`src/rtl/md_ctrl_pipe_if.sv`:
```
// D-stage instruction/flush inputs and E-stage control outputs of md_ctrl_pipe.
// master drives the instruction side; slave is the decoder/ID-EX block.
interface md_ctrl_pipe_if;
  logic [31:0] InstrD;
  logic        FlushE;
  logic [2:0]  ImmSrcD;
  logic        IllegalD;
  logic        RegWriteE;
  logic        MemWriteE;
  logic        ALUSrcE;
  logic        BranchE;
  logic        JumpE;
  logic [1:0]  ResultSrcE;
  logic [3:0]  ALUControlE;
  logic        MdStall;
  logic        MdDoneE;

  modport master (
    output InstrD, FlushE,
    input  ImmSrcD, IllegalD, RegWriteE, MemWriteE, ALUSrcE, BranchE, JumpE,
           ResultSrcE, ALUControlE, MdStall, MdDoneE
  );

  modport slave (
    input  InstrD, FlushE,
    output ImmSrcD, IllegalD, RegWriteE, MemWriteE, ALUSrcE, BranchE, JumpE,
           ResultSrcE, ALUControlE, MdStall, MdDoneE
  );
endinterface

```
`src/rtl/md_ctrl_pipe.sv`:
```
// RV32I decoder with ID/EX control register: ImmSrcD/IllegalD combinational, *E outputs one cycle later.
// MD_CTRL_MEXT_EN adds mul/div/rem decode plus a countdown FSM that holds E and stalls F/D for L-1 cycles.
module md_ctrl_pipe #(
  parameter int MUL_LATENCY = 1,
  parameter int DIV_LATENCY = 8
) (
  input  logic          clk,
  input  logic          rst_n,
  md_ctrl_pipe_if.slave bus
);

  localparam int CW = $clog2(32 + 1);

  localparam logic [6:0] OP_LOAD  = 7'b0000011;
  localparam logic [6:0] OP_STORE = 7'b0100011;
  localparam logic [6:0] OP_R     = 7'b0110011;
  localparam logic [6:0] OP_I     = 7'b0010011;
  localparam logic [6:0] OP_BR    = 7'b1100011;
  localparam logic [6:0] OP_JAL   = 7'b1101111;
  localparam logic [6:0] OP_LUI   = 7'b0110111;

  localparam logic [3:0] ALU_ADD  = 4'b0000;
  localparam logic [3:0] ALU_SUB  = 4'b0001;
  localparam logic [3:0] ALU_MUL  = 4'b0010;
  localparam logic [3:0] ALU_DIV  = 4'b0011;
  localparam logic [3:0] ALU_SLL  = 4'b0100;
  localparam logic [3:0] ALU_SRL  = 4'b0101;
  localparam logic [3:0] ALU_SRA  = 4'b0110;
  localparam logic [3:0] ALU_SLT  = 4'b0111;
  localparam logic [3:0] ALU_AND  = 4'b1000;
  localparam logic [3:0] ALU_OR   = 4'b1001;
  localparam logic [3:0] ALU_XOR  = 4'b1010;
  localparam logic [3:0] ALU_REM  = 4'b1011;
  localparam logic [3:0] ALU_SLTU = 4'b1100;

  typedef struct packed {
    logic       reg_write;
    logic       mem_write;
    logic       alu_src;
    logic       branch;
    logic       jump;
    logic [1:0] result_src;
    logic [3:0] alu_ctrl;
  } ctrl_t;

  logic [6:0] opcode;
  logic [6:0] funct7;
  logic [2:0] funct3;
  ctrl_t      dec;
  logic [2:0] imm_src;
  logic       illegal;
  ctrl_t      ctrl_e_d, ctrl_e_q;
  logic       md_stall;
  logic       md_done;
  logic       unused_cfg;

  assign opcode = bus.InstrD[6:0];
  assign funct3 = bus.InstrD[14:12];
  assign funct7 = bus.InstrD[31:25];
  assign unused_cfg = ^{bus.InstrD[24:7], MUL_LATENCY[0], DIV_LATENCY[0]};

  // funct3 mapping shared by R-type (funct7 0) and I-ALU
  function automatic logic [3:0] base_alu(input logic [2:0] f3);
    case (f3)
      3'b000:  return ALU_ADD;
      3'b001:  return ALU_SLL;
      3'b010:  return ALU_SLT;
      3'b011:  return ALU_SLTU;
      3'b100:  return ALU_XOR;
      3'b101:  return ALU_SRL;
      3'b110:  return ALU_OR;
      default: return ALU_AND;
    endcase
  endfunction

  always_comb begin
    dec     = '0;
    imm_src = 3'b000;
    illegal = 1'b0;
    case (opcode)
      OP_LOAD: begin
        dec.reg_write  = 1'b1;
        dec.alu_src    = 1'b1;
        dec.result_src = 2'b01;
        illegal        = (funct3 != 3'b010);
      end
      OP_STORE: begin
        dec.mem_write = 1'b1;
        dec.alu_src   = 1'b1;
        imm_src       = 3'b001;
        illegal       = (funct3 != 3'b010);
      end
      OP_R: begin
        dec.reg_write = 1'b1;
        case (funct7)
          7'b0000000: dec.alu_ctrl = base_alu(funct3);
          7'b0100000: begin
            if (funct3 == 3'b000)      dec.alu_ctrl = ALU_SUB;
            else if (funct3 == 3'b101) dec.alu_ctrl = ALU_SRA;
            else                       illegal = 1'b1;
          end
`ifdef MD_CTRL_MEXT_EN
          7'b0000001: begin
            case (funct3)
              3'b000:  dec.alu_ctrl = ALU_MUL;
              3'b100:  dec.alu_ctrl = ALU_DIV;
              3'b110:  dec.alu_ctrl = ALU_REM;
              default: illegal = 1'b1;
            endcase
          end
`endif
          default: illegal = 1'b1;
        endcase
      end
      OP_I: begin
        dec.reg_write = 1'b1;
        dec.alu_src   = 1'b1;
        dec.alu_ctrl  = base_alu(funct3);
        // shift-immediates carry funct7 in imm[11:5]; only srai may set bit 30
        if (funct3 == 3'b001 && funct7 != 7'b0000000) illegal = 1'b1;
        if (funct3 == 3'b101) begin
          if (funct7 == 7'b0100000)      dec.alu_ctrl = ALU_SRA;
          else if (funct7 != 7'b0000000) illegal = 1'b1;
        end
      end
      OP_BR: begin
        dec.branch   = 1'b1;
        dec.alu_ctrl = ALU_SUB;
        imm_src      = 3'b010;
        illegal      = (funct3 == 3'b010) || (funct3 == 3'b011);
      end
      OP_JAL: begin
        dec.reg_write  = 1'b1;
        dec.jump       = 1'b1;
        dec.result_src = 2'b10;
        imm_src        = 3'b011;
      end
      OP_LUI: begin
        dec.reg_write = 1'b1;
        dec.alu_src   = 1'b1;
        imm_src       = 3'b100;
      end
      default: illegal = 1'b1;
    endcase
    if (illegal) begin
      dec     = '0;
      imm_src = 3'b000;
    end
  end

  assign bus.ImmSrcD  = imm_src;
  assign bus.IllegalD = illegal;

  always_comb begin
    ctrl_e_d = ctrl_e_q;
    if (bus.FlushE)     ctrl_e_d = '0;
    else if (!md_stall) ctrl_e_d = dec;
  end

  always_ff @(posedge clk or negedge rst_n) begin
    if (!rst_n) ctrl_e_q <= '0;
    else        ctrl_e_q <= ctrl_e_d;
  end

  assign bus.RegWriteE   = ctrl_e_q.reg_write;
  assign bus.MemWriteE   = ctrl_e_q.mem_write;
  assign bus.ALUSrcE     = ctrl_e_q.alu_src;
  assign bus.BranchE     = ctrl_e_q.branch;
  assign bus.JumpE       = ctrl_e_q.jump;
  assign bus.ResultSrcE  = ctrl_e_q.result_src;
  assign bus.ALUControlE = ctrl_e_q.alu_ctrl;

`ifdef MD_CTRL_MEXT_EN
  typedef enum logic {IDLE, BUSY} state_t;

  localparam logic [CW-1:0] MUL_L = CW'(MUL_LATENCY);
  localparam logic [CW-1:0] DIV_L = CW'(DIV_LATENCY);
  localparam logic [CW-1:0] ONE   = CW'(1);

  state_t        state_d, state_q;
  logic [CW-1:0] cnt_d, cnt_q;
  logic          md_e;
  logic [CW-1:0] lat_e;

  assign md_e  = (ctrl_e_q.alu_ctrl == ALU_MUL) || (ctrl_e_q.alu_ctrl == ALU_DIV) ||
                 (ctrl_e_q.alu_ctrl == ALU_REM);
  assign lat_e = (ctrl_e_q.alu_ctrl == ALU_MUL) ? MUL_L : DIV_L;

  // cnt holds the E cycles still to go after the current one
  always_comb begin
    state_d  = state_q;
    cnt_d    = cnt_q;
    md_stall = 1'b0;
    md_done  = 1'b0;
    case (state_q)
      IDLE: begin
        if (md_e) begin
          if (lat_e > ONE) begin
            md_stall = 1'b1;
            state_d  = BUSY;
            cnt_d    = lat_e - ONE;
          end else begin
            md_done = 1'b1;
          end
        end
      end
      BUSY: begin
        cnt_d    = cnt_q - ONE;
        md_stall = (cnt_q > ONE);
        if (cnt_q <= ONE) begin
          md_done = 1'b1;
          state_d = IDLE;
          cnt_d   = '0;
        end
      end
      default: state_d = IDLE;
    endcase
    if (bus.FlushE) begin
      state_d = IDLE;
      cnt_d   = '0;
      md_done = 1'b0;
    end
  end

  always_ff @(posedge clk or negedge rst_n) begin
    if (!rst_n) begin
      state_q <= IDLE;
      cnt_q   <= '0;
    end else begin
      state_q <= state_d;
      cnt_q   <= cnt_d;
    end
  end
`else
  assign md_stall = 1'b0;
  assign md_done  = 1'b0;
`endif

  assign bus.MdStall = md_stall;
  assign bus.MdDoneE = md_done;

endmodule

```
`src/flat_wrapper.sv`:
```
// flat-port wrapper written by rule: the top's interface ports become plain ports
module md_ctrl_pipe_flat 
#(
  parameter int MUL_LATENCY = 1,
  parameter int DIV_LATENCY = 8
)
  (clk, rst_n, bus_InstrD, bus_FlushE, bus_ImmSrcD, bus_IllegalD, bus_RegWriteE, bus_MemWriteE, bus_ALUSrcE, bus_BranchE, bus_JumpE, bus_ResultSrcE, bus_ALUControlE, bus_MdStall, bus_MdDoneE);
  md_ctrl_pipe_if bus_i ();
  input  logic clk;
  input  logic rst_n;
  input wire logic [$bits(bus_i.InstrD)-1:0] bus_InstrD;
  input wire logic [$bits(bus_i.FlushE)-1:0] bus_FlushE;
  output wire logic [$bits(bus_i.ImmSrcD)-1:0] bus_ImmSrcD;
  output wire logic [$bits(bus_i.IllegalD)-1:0] bus_IllegalD;
  output wire logic [$bits(bus_i.RegWriteE)-1:0] bus_RegWriteE;
  output wire logic [$bits(bus_i.MemWriteE)-1:0] bus_MemWriteE;
  output wire logic [$bits(bus_i.ALUSrcE)-1:0] bus_ALUSrcE;
  output wire logic [$bits(bus_i.BranchE)-1:0] bus_BranchE;
  output wire logic [$bits(bus_i.JumpE)-1:0] bus_JumpE;
  output wire logic [$bits(bus_i.ResultSrcE)-1:0] bus_ResultSrcE;
  output wire logic [$bits(bus_i.ALUControlE)-1:0] bus_ALUControlE;
  output wire logic [$bits(bus_i.MdStall)-1:0] bus_MdStall;
  output wire logic [$bits(bus_i.MdDoneE)-1:0] bus_MdDoneE;
  assign bus_i.InstrD = bus_InstrD;
  assign bus_i.FlushE = bus_FlushE;
  assign bus_ImmSrcD = bus_i.ImmSrcD;
  assign bus_IllegalD = bus_i.IllegalD;
  assign bus_RegWriteE = bus_i.RegWriteE;
  assign bus_MemWriteE = bus_i.MemWriteE;
  assign bus_ALUSrcE = bus_i.ALUSrcE;
  assign bus_BranchE = bus_i.BranchE;
  assign bus_JumpE = bus_i.JumpE;
  assign bus_ResultSrcE = bus_i.ResultSrcE;
  assign bus_ALUControlE = bus_i.ALUControlE;
  assign bus_MdStall = bus_i.MdStall;
  assign bus_MdDoneE = bus_i.MdDoneE;
  md_ctrl_pipe #(.MUL_LATENCY(MUL_LATENCY), .DIV_LATENCY(DIV_LATENCY)) u_core (.clk(clk), .rst_n(rst_n), .bus(bus_i));
endmodule
```
`config.mk`:
```
export PLATFORM = sky130hd
export DESIGN_NAME = md_ctrl_pipe_flat
export DESIGN_NICKNAME = d
export VERILOG_FILES = /design/src/rtl/md_ctrl_pipe_if.sv /design/src/rtl/md_ctrl_pipe.sv /design/src/flat_wrapper.sv
export SDC_FILE = /design/constraint.sdc
export NUM_CORES = 1
export LEC_CHECK = 0
export CORE_MARGIN = 5
export CORE_UTILIZATION = 40
export CTS_BUF_LIST = sky130_fd_sc_hd__clkbuf_4 sky130_fd_sc_hd__clkbuf_8
export DETAILED_ROUTE_END_ITERATION = 8
export DONT_BUFFER_PORTS = 1
export RECOVER_POWER = 25
export REMOVE_ABC_BUFFERS = 1
export SKIP_LAST_GASP = 1
export SLEW_MARGIN = 20
export SYNTH_ARGS = -nofsm -noshare
export SYNTH_HDL_FRONTEND = slang
export SYNTH_SLANG_ARGS = --single-unit
```
`constraint.sdc`:
```
create_clock -name clk -period 2.7 [get_ports clk]
set_input_delay 0.675 -clock clk [delete_from_list [all_inputs] [get_ports clk]]
set_output_delay 0.675 -clock clk [all_outputs]
set_load 0.05 [all_outputs]
```
=== After elaboration in Yosys (flattened, before gate mapping) ===
Index checks and enable logic that the tools add are counted.

* $add $sub $neg: 0
* Mux-type cells: 25
* Shifts and indexed selects: 0
* Bitwise logic cells: 0
* $mul: 0
* Eq/ne operators: 15
* Reduce and logical (&&, ||, !) cells: 9
* Divide/modulo/power cells: 0
* Order comparisons: 0

{| class="wikitable"
|+ Operator list
! operator !! count
|-
| equality test 7 x 6 -> 1 bit (second input constant) || 4
|-
| one-hot mux 4 bit (7 select lines) || 1
|-
| 2-to-1 mux 11 bit || 2
|-
| equality test 7 bit (second input constant) || 2
|-
| 2-to-1 mux 4 bit || 3
|-
| one-hot mux 3 bit (4 select lines) || 1
|-
| one-hot mux 4 bit (3 select lines) || 1
|-
| 2-to-1 mux 1 bit || 11
|-
| equality test 3 bit (second input constant) || 3
|-
| one-hot mux 4 bit (2 select lines) || 1
|-
| equality test 7 x 2 -> 1 bit (second input constant) || 1
|-
| equality test 7 x 5 -> 1 bit (second input constant) || 1
|-
| zero test 7 bit || 1
|-
| nonzero test 7 bit || 1
|-
| equality test 3 x 2 -> 1 bit (second input constant) || 2
|-
| 2-to-1 mux 3 bit || 2
|-
| one-hot mux 1 bit (5 select lines) || 1
|-
| OR reduction 5 bit || 1
|-
| one-hot mux 2 bit (2 select lines) || 1
|-
| OR reduction 2 bit || 2
|-
| OR reduction 4 bit || 1
|-
| equality test 3 x 1 -> 1 bit (second input constant) || 1
|-
| zero test 3 bit || 1
|-
| != test 3 x 2 -> 1 bit (second input constant) || 1
|-
| other kinds (3) || 3
|}

* Bits in latches: 0
* Memory bits (read-only): 0
* Memories: 0
* Register bits: 11
* RAM bits: 0
* Input bits: 35

=== Logic depth before layout (Yosys ltp) ===
Gate-level depths: netlist of the first run.

* Depth after elaboration: 9
* Mapped depth: 6

=== Least setup slack after synthesis of the first run ===
OpenSTA, ideal clock, no wires.

* Path kind: input-to-output
* From: input bus_InstrD[14]
* To: output bus_ImmSrcD[0]
* Setup slack: -657 ps
* Stages on the path: 5
* Arrival time: 2,682 ps
* Required time: 2,025 ps
* Buffers on the path: 1
* Cell sequence: buf_2 or3b_1 a32o_1 o31a_1 nor3_1

* Word-level cells in the longest chain between the ends: 8
* Elaborated cells on any way between the ends: 17
* Those cells by class: eq/ne (5); mux (9); reduce/logical (3)

{| class="wikitable"
|+ Ends and longest elaborated chain
! item !! line !! RTL
|-
| start, declared || flat_wrapper.sv:11 || <nowiki>input wire logic [$bits(bus_i.InstrD)-1:0] bus_InstrD;</nowiki>
|-
| equality test 3 x 1 -> 1 bit || md_ctrl_pipe.sv:120 || <nowiki>if (funct3 == 3'b001 && funct7 != 7'b0000000) illegal = 1'b1;</nowiki>
|-
| logical AND 1 bit || md_ctrl_pipe.sv:120 ||
|-
| 2-to-1 mux 1 bit || md_ctrl_pipe.sv:120 ||
|-
| 2-to-1 mux 1 bit || md_ctrl_pipe.sv:123 || <nowiki>else if (funct7 != 7'b0000000) illegal = 1'b1;</nowiki>
|-
| 2-to-1 mux 1 bit || md_ctrl_pipe.sv:122 || <nowiki>if (funct7 == 7'b0100000) dec.alu_ctrl = ALU_SRA;</nowiki>
|-
| 2-to-1 mux 1 bit || md_ctrl_pipe.sv:121 || <nowiki>if (funct3 == 3'b101) begin</nowiki>
|-
| one-hot mux 1 bit (5 select lines) (*) || md_ctrl_pipe.sv:80 || <nowiki>case (opcode)</nowiki>
|-
| 2-to-1 mux 3 bit (*) || md_ctrl_pipe.sv:145 || <nowiki>if (illegal) begin</nowiki>
|-
| end, declared || flat_wrapper.sv:13 || <nowiki>output wire logic [$bits(bus_i.ImmSrcD)-1:0] bus_ImmSrcD;</nowiki>
|}

Every way passes the cells marked *; elsewhere a longest branch is shown, timed or not.

=== Worst setup path after layout of the first run ===
* From: input bus_InstrD[12]
* To: output bus_IllegalD

* Word-level cells in the longest chain between the ends: 7
* Elaborated cells on any way between the ends: 16
* Those cells by class: eq/ne (5); mux (8); reduce/logical (3)

{| class="wikitable"
|+ Ends and longest elaborated chain
! item !! line !! RTL
|-
| equality test 3 x 1 -> 1 bit || md_ctrl_pipe.sv:120 ||
|-
| logical AND 1 bit || md_ctrl_pipe.sv:120 ||
|-
| 2-to-1 mux 1 bit || md_ctrl_pipe.sv:120 ||
|-
| 2-to-1 mux 1 bit || md_ctrl_pipe.sv:123 ||
|-
| 2-to-1 mux 1 bit || md_ctrl_pipe.sv:122 ||
|-
| 2-to-1 mux 1 bit || md_ctrl_pipe.sv:121 ||
|-
| one-hot mux 1 bit (5 select lines) (*) || md_ctrl_pipe.sv:80 ||
|-
| end, declared || flat_wrapper.sv:14 || <nowiki>output wire logic [$bits(bus_i.IllegalD)-1:0] bus_IllegalD;</nowiki>
|}

Marks and branches as above.

==> flow_summary.json, run 1 <==
{
  "core_area_mm2": 0.001982,
  "yosys_warnings": 0,
  "grtUsageTotal_pct": 13.99,
  "critPathKind": "input port to primary output",
  "slew_violations": 0,
  "multi_input_area_um2": 536.8,
  "maxCapViolations": 0,
  "antenna_found_initial": 0,
  "row_count": 16,
  "grt_pass1_wl_mm": 3.608,
  "io_pins": 52,
  "critPathMaxFanout": 8,
  "hold_viol_final": 0,
  "start_util_pct": 42.80,
  "dieArea_mm2": 0.003142,
  "failed_checks": "setup timing",
  "clkSlewWorstSetupHoldPaths_ps": 60,
  "setup_violations": 2,
  "synth-edff-count": 0,
  "via_per_inst": 5.782,
  "crit_chain": "or3b_1, a32o_1, a211oi_2, nor2_2, or4_4, buf_6",
  "num_vias": 821,
  "dpl_cell_area_um2": 937.1,
  "detail_route.wl_per_cell_um": 14.76,
  "finalWorstSetupSlack_ps": -304.2,
  "drt_iter0_markers": 33,
  "relSlewSlack_pct": 56.25,
  "htree_num_levels": 1,
  "yosysTopAreaCellShare_pct": 32.45,
  "clkSinkCount": 11,
  "num_antenna_cells": 0,
  "drt_wl_total_mm": 2.096,
  "hold_buffers": 0,
  "yosysUniqueCellTypes": 40,
  "postRouteAntennaNets": 0,
  "cpPeakStageDelay_ps": 520,
  "finalCritPeriodShare_pct": 111.3,
  "design_area_um2": 984.7,
  "synth_area_leader_cell": "dfrtp_1",
  "cts_tree": "built",
  "postSynthAreaPerCell_um2": 8.003,
  "die_h_um": 56.05,
  "hpwl_mm": 1.689,
  "drive_above_1_share_pct": 24.35,
  "hp-class": "input port to async pin",
  "gp_congestion": 0.8015,
  "period_needed_ps": 3004,
  "worst_pin_slew_ps": 648.0,
  "portBuffers": 0,
  "grt_pass1_vias": 830,
  "numCtsBuffers": 3,
  "n_fill_cell": 202,
  "ir_drop_mv": 0.1592,
  "synth_seq_cells": 11,
  "grt_overflow": 0,
  "root_buffer": "clkbuf_4",
  "register_area_um2": 275.3,
  "status": "complete, but fails checks",
  "p_leak_nw": 0.3801,
  "synth_seq_area_share_pct": 32.45,
  "slowest_stage": "or4_4",
  "rsz0062_at_grt": "true",
  "crit_path_end_kind": "primary output",
  "die_x_um": 56.05,
  "nNetsFinal": 151,
  "cp.required_ps": 2030,
  "p_per_area_mw_per_mm2": 352.4,
  "synth_area_leaders": "dfrtp_1, nor4_1, nand2_1, a21oi_1, nor3_1",
  "synthCells": 106,
  "synth_top_cells_by_count": "dfrtp_1, nand2_1, nor4_1, nor2_1",
  "syn_to_final_growth_pct": 16.08,
  "ys_async_sr_fraction_pct": 100.0,
  "arrival_ps": 2330,
  "utilization_pct": 49.68,
  "max_freq_ghz": 0.3329,
  "startpoint_type": "input port",
  "netlist_area_um2": 848.3,
  "clockBufferDepth": 2,
  "first_pass_iters": 4,
  "synthFlopType": "dfrtp_1",
  "drcViolationCount": 0,
  "synth.most_common_cell": "dfrtp_1",
  "grt_start_max_net_pins": 17
}
## power breakdown
| part | total, mW | leakage [nW] | switching (mW) | internal (mW) |
|---|---|---|---|---|
| Clock | 0.112 | 0.0184 | 0.0448 | 0.0669 |
| Sequential | 0.168 | 0.154 | 0.00229 | 0.165 |
| Combinational | 0.0677 | 0.208 | 0.0381 | 0.0296 |
| Total | 0.347 | 0.380 | 0.0852 | 0.262 |
## critical path, delay by kind of cell
kind	cells	cell delay [ps]
buf+inv	1	170
compound gates	2	530
simple gates	3	950
## registers in the layout (all words and copies together) (netlist names)
name,cells
u_core.bus.ALUControlE,4
u_core.bus.MemWriteE,1
u_core.bus.ALUSrcE,1
u_core.bus.JumpE,1
u_core.bus.ResultSrcE,2
u_core.bus.BranchE,1
u_core.bus.RegWriteE,1
## cell usage in the layout (no fill, tap or decap), types with 2 or more instances in the layout
cell,synthesis,routed
dfrtp_1,11,11
nor3_1,7,5
nor4_1,9,8
nand2_1,10,10
nor4_2,1,2
conb_1,1,2
a21oi_1,7,7
inv_1,2,2
nor2_2,1,2
o21ai_0,5,5
or2_1,2,2
nand2b_1,4,4
nor3_2,0,2
a31oi_1,2,2
clkbuf_4,0,4
o21a_1,2,2
nor2_1,8,7
nor2b_1,3,3
buf_4,3,12
or2_2,2,2
## repair_timing
action / CTS / global route
buffers inserted: 0 / 1
endpoints found under the setup margin: 2 / 3
pin swaps: 0 / 2
cloned: 0 / 0
gates resized for setup: 0 / 3
## path summary, 6_finish.rpt
kind                           startpoint                                 end  slack, ps  cells past startpoint
min in group clk            bus_InstrD[6]      u_core.bus.MemWriteE$_DFF_PN0_        490                      1
hold / removal                      rst_n  u_core.bus.ResultSrcE[0]$_DFF_PN0_        110                      0
setup / recovery           bus_InstrD[12]                        bus_IllegalD       -300                      6
max in group asynchronous           rst_n        u_core.bus.BranchE$_DFF_PN0_       2520                      0
## metal layers
metal	vias to the layer above	part of all wire, %	GRT usage (%)
met5	-	0	0
met4	0	0.72	7.119
met3	2	9.8	4.176
li1	404	-	-
met1	380	42	16.53
met2	35	47	22.70
## stage by stage
stage | setup WS [ps] | instances | hold slack (ps) | power [mW] | setup TNS (ps)
floorplan | -535.6 | 98 | 379.4 | 0.2174 | -1634
global placement | -309.3 | 137 | 379.7 | 0.2342 | -309.3
detailed placement | -329.2 | 137 | 379.7 | 0.2347 | -366.5
CTS | -330.0 | 141 | 99.99 | 0.3495 | -377.2
global route | -337.9 | 142 | 79.89 | 0.3729 | -741.3
finish | -304.2 | 142 | 111.2 | 0.3470 | -323.6
## cell families (layout without fill, tap and decap cells)
kind of cell | count (synthesis) | count (layout) | share of synthesized area, %
and+or+nand+nor | 57 | 57 | 37.46
AOI/OAI and AO/OA | 24 | 24 | 20.20
DFF | 11 | 11 | 32.45
buffers and inverters | 11 | 19 | 7.375
xor gates and xnor gates | 2 | 2 | 2.065
other | 1 | 2 | 0.4421
## area by class of cell
type / count / area share [%]
multi-input combinational: 85 / 54.51
sequential: 11 / 27.95
timing repair buffer: 13 / 10.29
tap: 27 / 3.431
clock buffer: 4 / 3.050
inverter: 2 / 0.7624
(Power assumes the default switching activity.)
==> inputs of run 2 (changes only) <==
--- a/config.mk
+++ b/config.mk
@@ -7,2 +7,3 @@
 export LEC_CHECK = 0
+export CAP_MARGIN = 40
 export CORE_MARGIN = 5
@@ -14,2 +15,3 @@
 export REMOVE_ABC_BUFFERS = 1
+export SKIP_CTS_REPAIR_TIMING = 1
 export SKIP_LAST_GASP = 1
==> constraint.sdc (replaced) <==
create_clock -name clk -period 2.7 [get_ports clk]
set_input_delay 0.54 -clock clk [delete_from_list [all_inputs] [get_ports clk]]
set_output_delay 0.54 -clock clk [all_outputs]
set_load 0.05 [all_outputs]
==> run 2 against run 1 <==
The flow now finishes without violations; hold slack better by 240 ps; sequential power hardly changed; global-route usage is 1.0 points lower; count of clock-buffer cells in the layout stayed put; flip-flop and latch count stayed put; non-clock buffer count is 2 lower; die area stayed put; utilization is 0.88 points lower; sequential share of layout area is 0.51 points higher; highest routed layer unchanged.
==> flow_summary.json, run 2 (synthesis results as in run 1) <==
{
  "status": "completed",
  "grt_pass1_vias": 759,
  "start_util_pct": 42.80,
  "slew_violations": 0,
  "cpPeakStageDelay_ps": 420,
  "clockBufferDepth": 2,
  "ir_drop_mv": 0.1932,
  "worst_pin_slew_ps": 610.6,
  "cp.required_ps": 2160,
  "numCtsBuffers": 3,
  "grt_pass1_wl_mm": 3.353,
  "drt_iter0_markers": 9,
  "hold_viol_final": 0,
  "rsz0062_at_grt": "false",
  "layout_commonest_cell": "dfrtp_1",
  "arrival_ps": 2120,
  "grt_start_max_net_pins": 17,
  "gp_congestion": 0.7666,
  "first_pass_iters": 4,
  "fin_cells": 140,
  "critPathMaxFanout": 8,
  "hpwl_mm": 1.560,
  "num_antenna_cells": 0,
  "clkSinkCount": 11,
  "cp.buffers_inverters": 1,
  "nNetsFinal": 149,
  "portBuffers": 0,
  "place_inst": 134,
  "antenna_found_initial": 0,
  "period_needed_ps": 2663,
  "dieArea_mm2": 0.003142,
  "crit_path_end_kind": "primary output",
  "clkSlewWorstSetupHoldPaths_ps": 60,
  "postRouteAntennaNets": 0,
  "maxCapViolations": 0,
  "crit_end": "bus_IllegalD",
  "htree_num_levels": 1,
  "p_leak_nw": 0.3736,
  "finalCritPeriodShare_pct": 98.65,
  "root_buffer": "clkbuf_4",
  "grtUsageTotal_pct": 12.96,
  "setup_violations": 0,
  "drt_wl_total_mm": 1.999,
  "grt_overflow": 0,
  "max_freq_ghz": 0.3755,
  "cp_top_family": "simple AND/OR/NAND/NOR gates",
  "setup_tns_ps": 0,
  "final_cell_mix": "dfrtp_1, nand2_1, buf_4",
  "critPathKind": "input port to primary output",
  "row_count": 16,
  "via_per_inst": 5.657,
  "die_h_um": 56.05,
  "relSlewSlack_pct": 58.77,
  "cts_tree": "built",
  "hp-class": "input port to flip-flop",
  "num_vias": 792,
  "core_area_mm2": 0.001982,
  "startpoint_type": "input port",
  "drcViolationCount": 0,
  "largest_reg_flops": 4,
  "slowest_stage": "or4_1",
  "crit_start": "bus_InstrD[12]",
  "syn_to_final_growth_pct": 14.01,
  "die_x_um": 56.05,
  "crit_cells": 6,
  "p_per_area_mw_per_mm2": 358.0,
  "detail_route.wl_per_cell_um": 14.28,
  "drive_above_1_share_pct": 21.24,
  "io_pins": 52,
  "crit_chain": "or3b_1, a32o_2, a211oi_2, nor2_1, or4_1, buf_6"
}
[run 2: cell types whose count changed in the layout (fill, tap and decap cells not counted), sizes merged]
cell,previous run,this run
buf,13,10
dlygate4sd3,0,1
[run 2: worst min path at each step]
stage	start	end	slack, ps	cells after the start
2_1_floorplan	rst_n	u_core.bus.ALUControlE[0]$_DFF_PN0_	240	0
3_3_place_gp	rst_n	u_core.bus.ALUControlE[1]$_DFF_PN0_	240	0
3_5_place_dp	rst_n	u_core.bus.ALUControlE[2]$_DFF_PN0_	240	0
4_1_cts	rst_n	u_core.bus.ALUControlE[2]$_DFF_PN0_	-30	0
5_1_grt	bus_InstrD[6]	u_core.bus.MemWriteE$_DFF_PN0_	340	1
6_report	bus_InstrD[4]	u_core.bus.ResultSrcE[0]$_DFF_PN0_	360	1
[run 2: through the flow]
stage	utilization (%)	cell area [µm²]	hold slack, ps	worst slack, ps	total power [mW]
final	48.80	967.2	355.3	36.54	0.3462
after global routing	48.80	967.2	335.9	0.2813	0.3701
after CTS	47.66	944.7	-32.46	-25.77	0.3443
after detailed placement	46.15	914.6	244.7	-25.88	0.2314
after global placement	46.15	914.6	244.7	-35.46	0.2311
after floorplan	-	797.0	244.4	-265.6	0.2174
[run 2: metal layers]
layer	GRT usage, %	routed length (µm)	vias up
li1	-	-	403
met1	16.90	893	360
met2	19.87	919	27
met3	3.248	174	2
met4	6.102	10	0
met5	0	0	-
[run 2: layout make-up]
type | count | area (µm²)
timing repair buffer | 11 | 88.84
multi-input combinational | 85 | 531.8
tap | 27 | 33.78
clock buffer | 4 | 30.03
fill | 190 | 1015
inverter | 2 | 7.507
sequential | 11 | 275.3
[run 2: power breakdown]
part / internal, mW / leakage [nW] / switching (mW)
clock: 0.0669 / 0.0184 / 0.0452
combinational: 0.0270 / 0.202 / 0.0396
sequential: 0.165 / 0.154 / 0.00229
==> inputs of run 3 (changes only) <==
Settings changed: GPL_TIMING_DRIVEN set to 0, RECOVER_POWER 25 to 50.
==> run 3 against run 2 <==
Utilization is 3.1 points lower; die area stayed put; global-route usage is 0.77 points higher; count of clock-buffer cells in the layout stayed put; critical endpoint unchanged; via count is 1.5% lower; total power is 1.5% lower; critical path type unchanged; wire length is 3.3% higher; final cell count is 5.7% lower.
==> flow_summary.json, run 3 (synthesis results as in run 1) <==
{
  "critPathKind": "input port to primary output",
  "hpwl_mm": 1.611,
  "slowest_stage": "or4_4",
  "slew_violations": 0,
  "clockBufferDepth": 2,
  "finalCritPeriodShare_pct": 99.82,
  "design_area_um2": 905.9,
  "dp_slack_ps": -134.7,
  "numCtsBuffers": 3,
  "grtUsageTotal_pct": 13.73,
  "critPathMaxFanout": 8,
  "clkSinkCount": 11,
  "cp.required_ps": 2160,
  "startpoint_type": "input port",
  "hp-class": "input port to flip-flop",
  "postRouteAntennaNets": 0,
  "drive_above_1_share_pct": 15.24,
  "crit_chain": "or3b_1, a32o_1, a211oi_2, nor2_1, or4_4",
  "first_pass_iters": 4,
  "num_vias": 780,
  "die_x_um": 56.05,
  "largest_reg_flops": 4,
  "io_pins": 52,
  "grt_pass1_wl_mm": 3.525,
  "core_area_mm2": 0.001982,
  "antenna_found_initial": 0,
  "portBuffers": 0,
  "grt_overflow": 0,
  "rsz0062_at_grt": "true",
  "ir_drop_mv": 0.1942,
  "drcViolationCount": 0,
  "crit_path_end_kind": "primary output",
  "clkSlewWorstSetupHoldPaths_ps": 60,
  "p_leak_nw": 0.3278,
  "cts_tree": "built",
  "holdWs_ps": 348.6,
  "dieArea_mm2": 0.003142,
  "die_h_um": 56.05,
  "n_fill_cell": 206,
  "holdPathStages": 1,
  "hold_viol_final": 0,
  "gp_congestion": 0.7308,
  "root_buffer": "clkbuf_4",
  "max_freq_ghz": 0.3710,
  "dpl_cell_area_um2": 854.6,
  "syn_to_final_growth_pct": 6.785,
  "drt_wl_total_mm": 2.064,
  "start_util_pct": 42.80,
  "p_per_area_mw_per_mm2": 376.6,
  "num_antenna_cells": 0,
  "drt_iter0_markers": 13,
  "detail_route.wl_per_cell_um": 15.64,
  "layout_commonest_cell": "dfrtp_1",
  "nNetsFinal": 141,
  "cp.buffers_inverters": 0,
  "period_needed_ps": 2695,
  "crit_cells": 5,
  "setup_violations": 0,
  "finalWorstSetupSlack_ps": 4.937,
  "status": "completed",
  "arrival_ps": 2160,
  "final_cell_mix": "dfrtp_1, nand2_1, nor2_1, nor4_1, a21oi_1",
  "grt_pass1_vias": 774,
  "relSlewSlack_pct": 43.80,
  "worst_pin_slew_ps": 838.5,
  "maxCapViolations": 0,
  "cpPeakStageDelay_ps": 660,
  "setup_tns_ps": 0,
  "grt_start_max_net_pins": 17,
  "via_per_inst": 5.909,
  "row_count": 16,
  "htree_num_levels": 1,
  "cp_top_family": "simple AND/OR/NAND/NOR gates"
}
-- run 3: cell types whose count changed in the layout (fill, tap and decap cells not counted), sizes merged --
cell and delta:
buf -8
-- run 3: per-layer routing --
metal	vias to the layer above	global-route usage, %	wire length [µm]
li1	389	-	-
met1	350	16.93	865
met2	39	21.70	952
met3	2	3.944	230
met4	0	6.780	14
met5	-	0	0
-- run 3: final timing paths --
path,from,to,slack [ps]
min in group asynchronous,rst_n,u_core.bus.ResultSrcE[0]$_DFF_PN0_,670
worst min-delay path,bus_InstrD[6],u_core.bus.ResultSrcE[0]$_DFF_PN0_,350
max in group asynchronous,rst_n,u_core.bus.BranchE$_DFF_PN0_,1720
worst max-delay path,bus_InstrD[12],bus_IllegalD,5
-- run 3: stage by stage --
stage	std cells	power [mW]	utilization (%)
finish	132	0.3411	45.71
global route	132	0.3591	45.71
CTS	130	0.3416	44.63
detailed placement	126	0.2263	43.12
global placement	125	0.2239	41.92
floorplan	98	0.2174	-
-- run 3: power by group --
| part | switching [mW] | internal (mW) |
|---|---|---|
| combinational | 0.0387 | 0.0217 |
| clock | 0.0462 | 0.0670 |
| sequential | 0.00229 | 0.165 |
-- run 3: final cells by class --
cell class / count / area, µm² / share of cell area [%]
Inverter: 2 / 7.507 / 0.8287
Tap cell: 27 / 33.78 / 3.729
Multi-Input combinational cell: 85 / 534.3 / 58.98
Sequential cell: 11 / 275.3 / 30.39
Timing Repair Buffer: 3 / 25.02 / 2.762
Clock buffer: 4 / 30.03 / 3.315
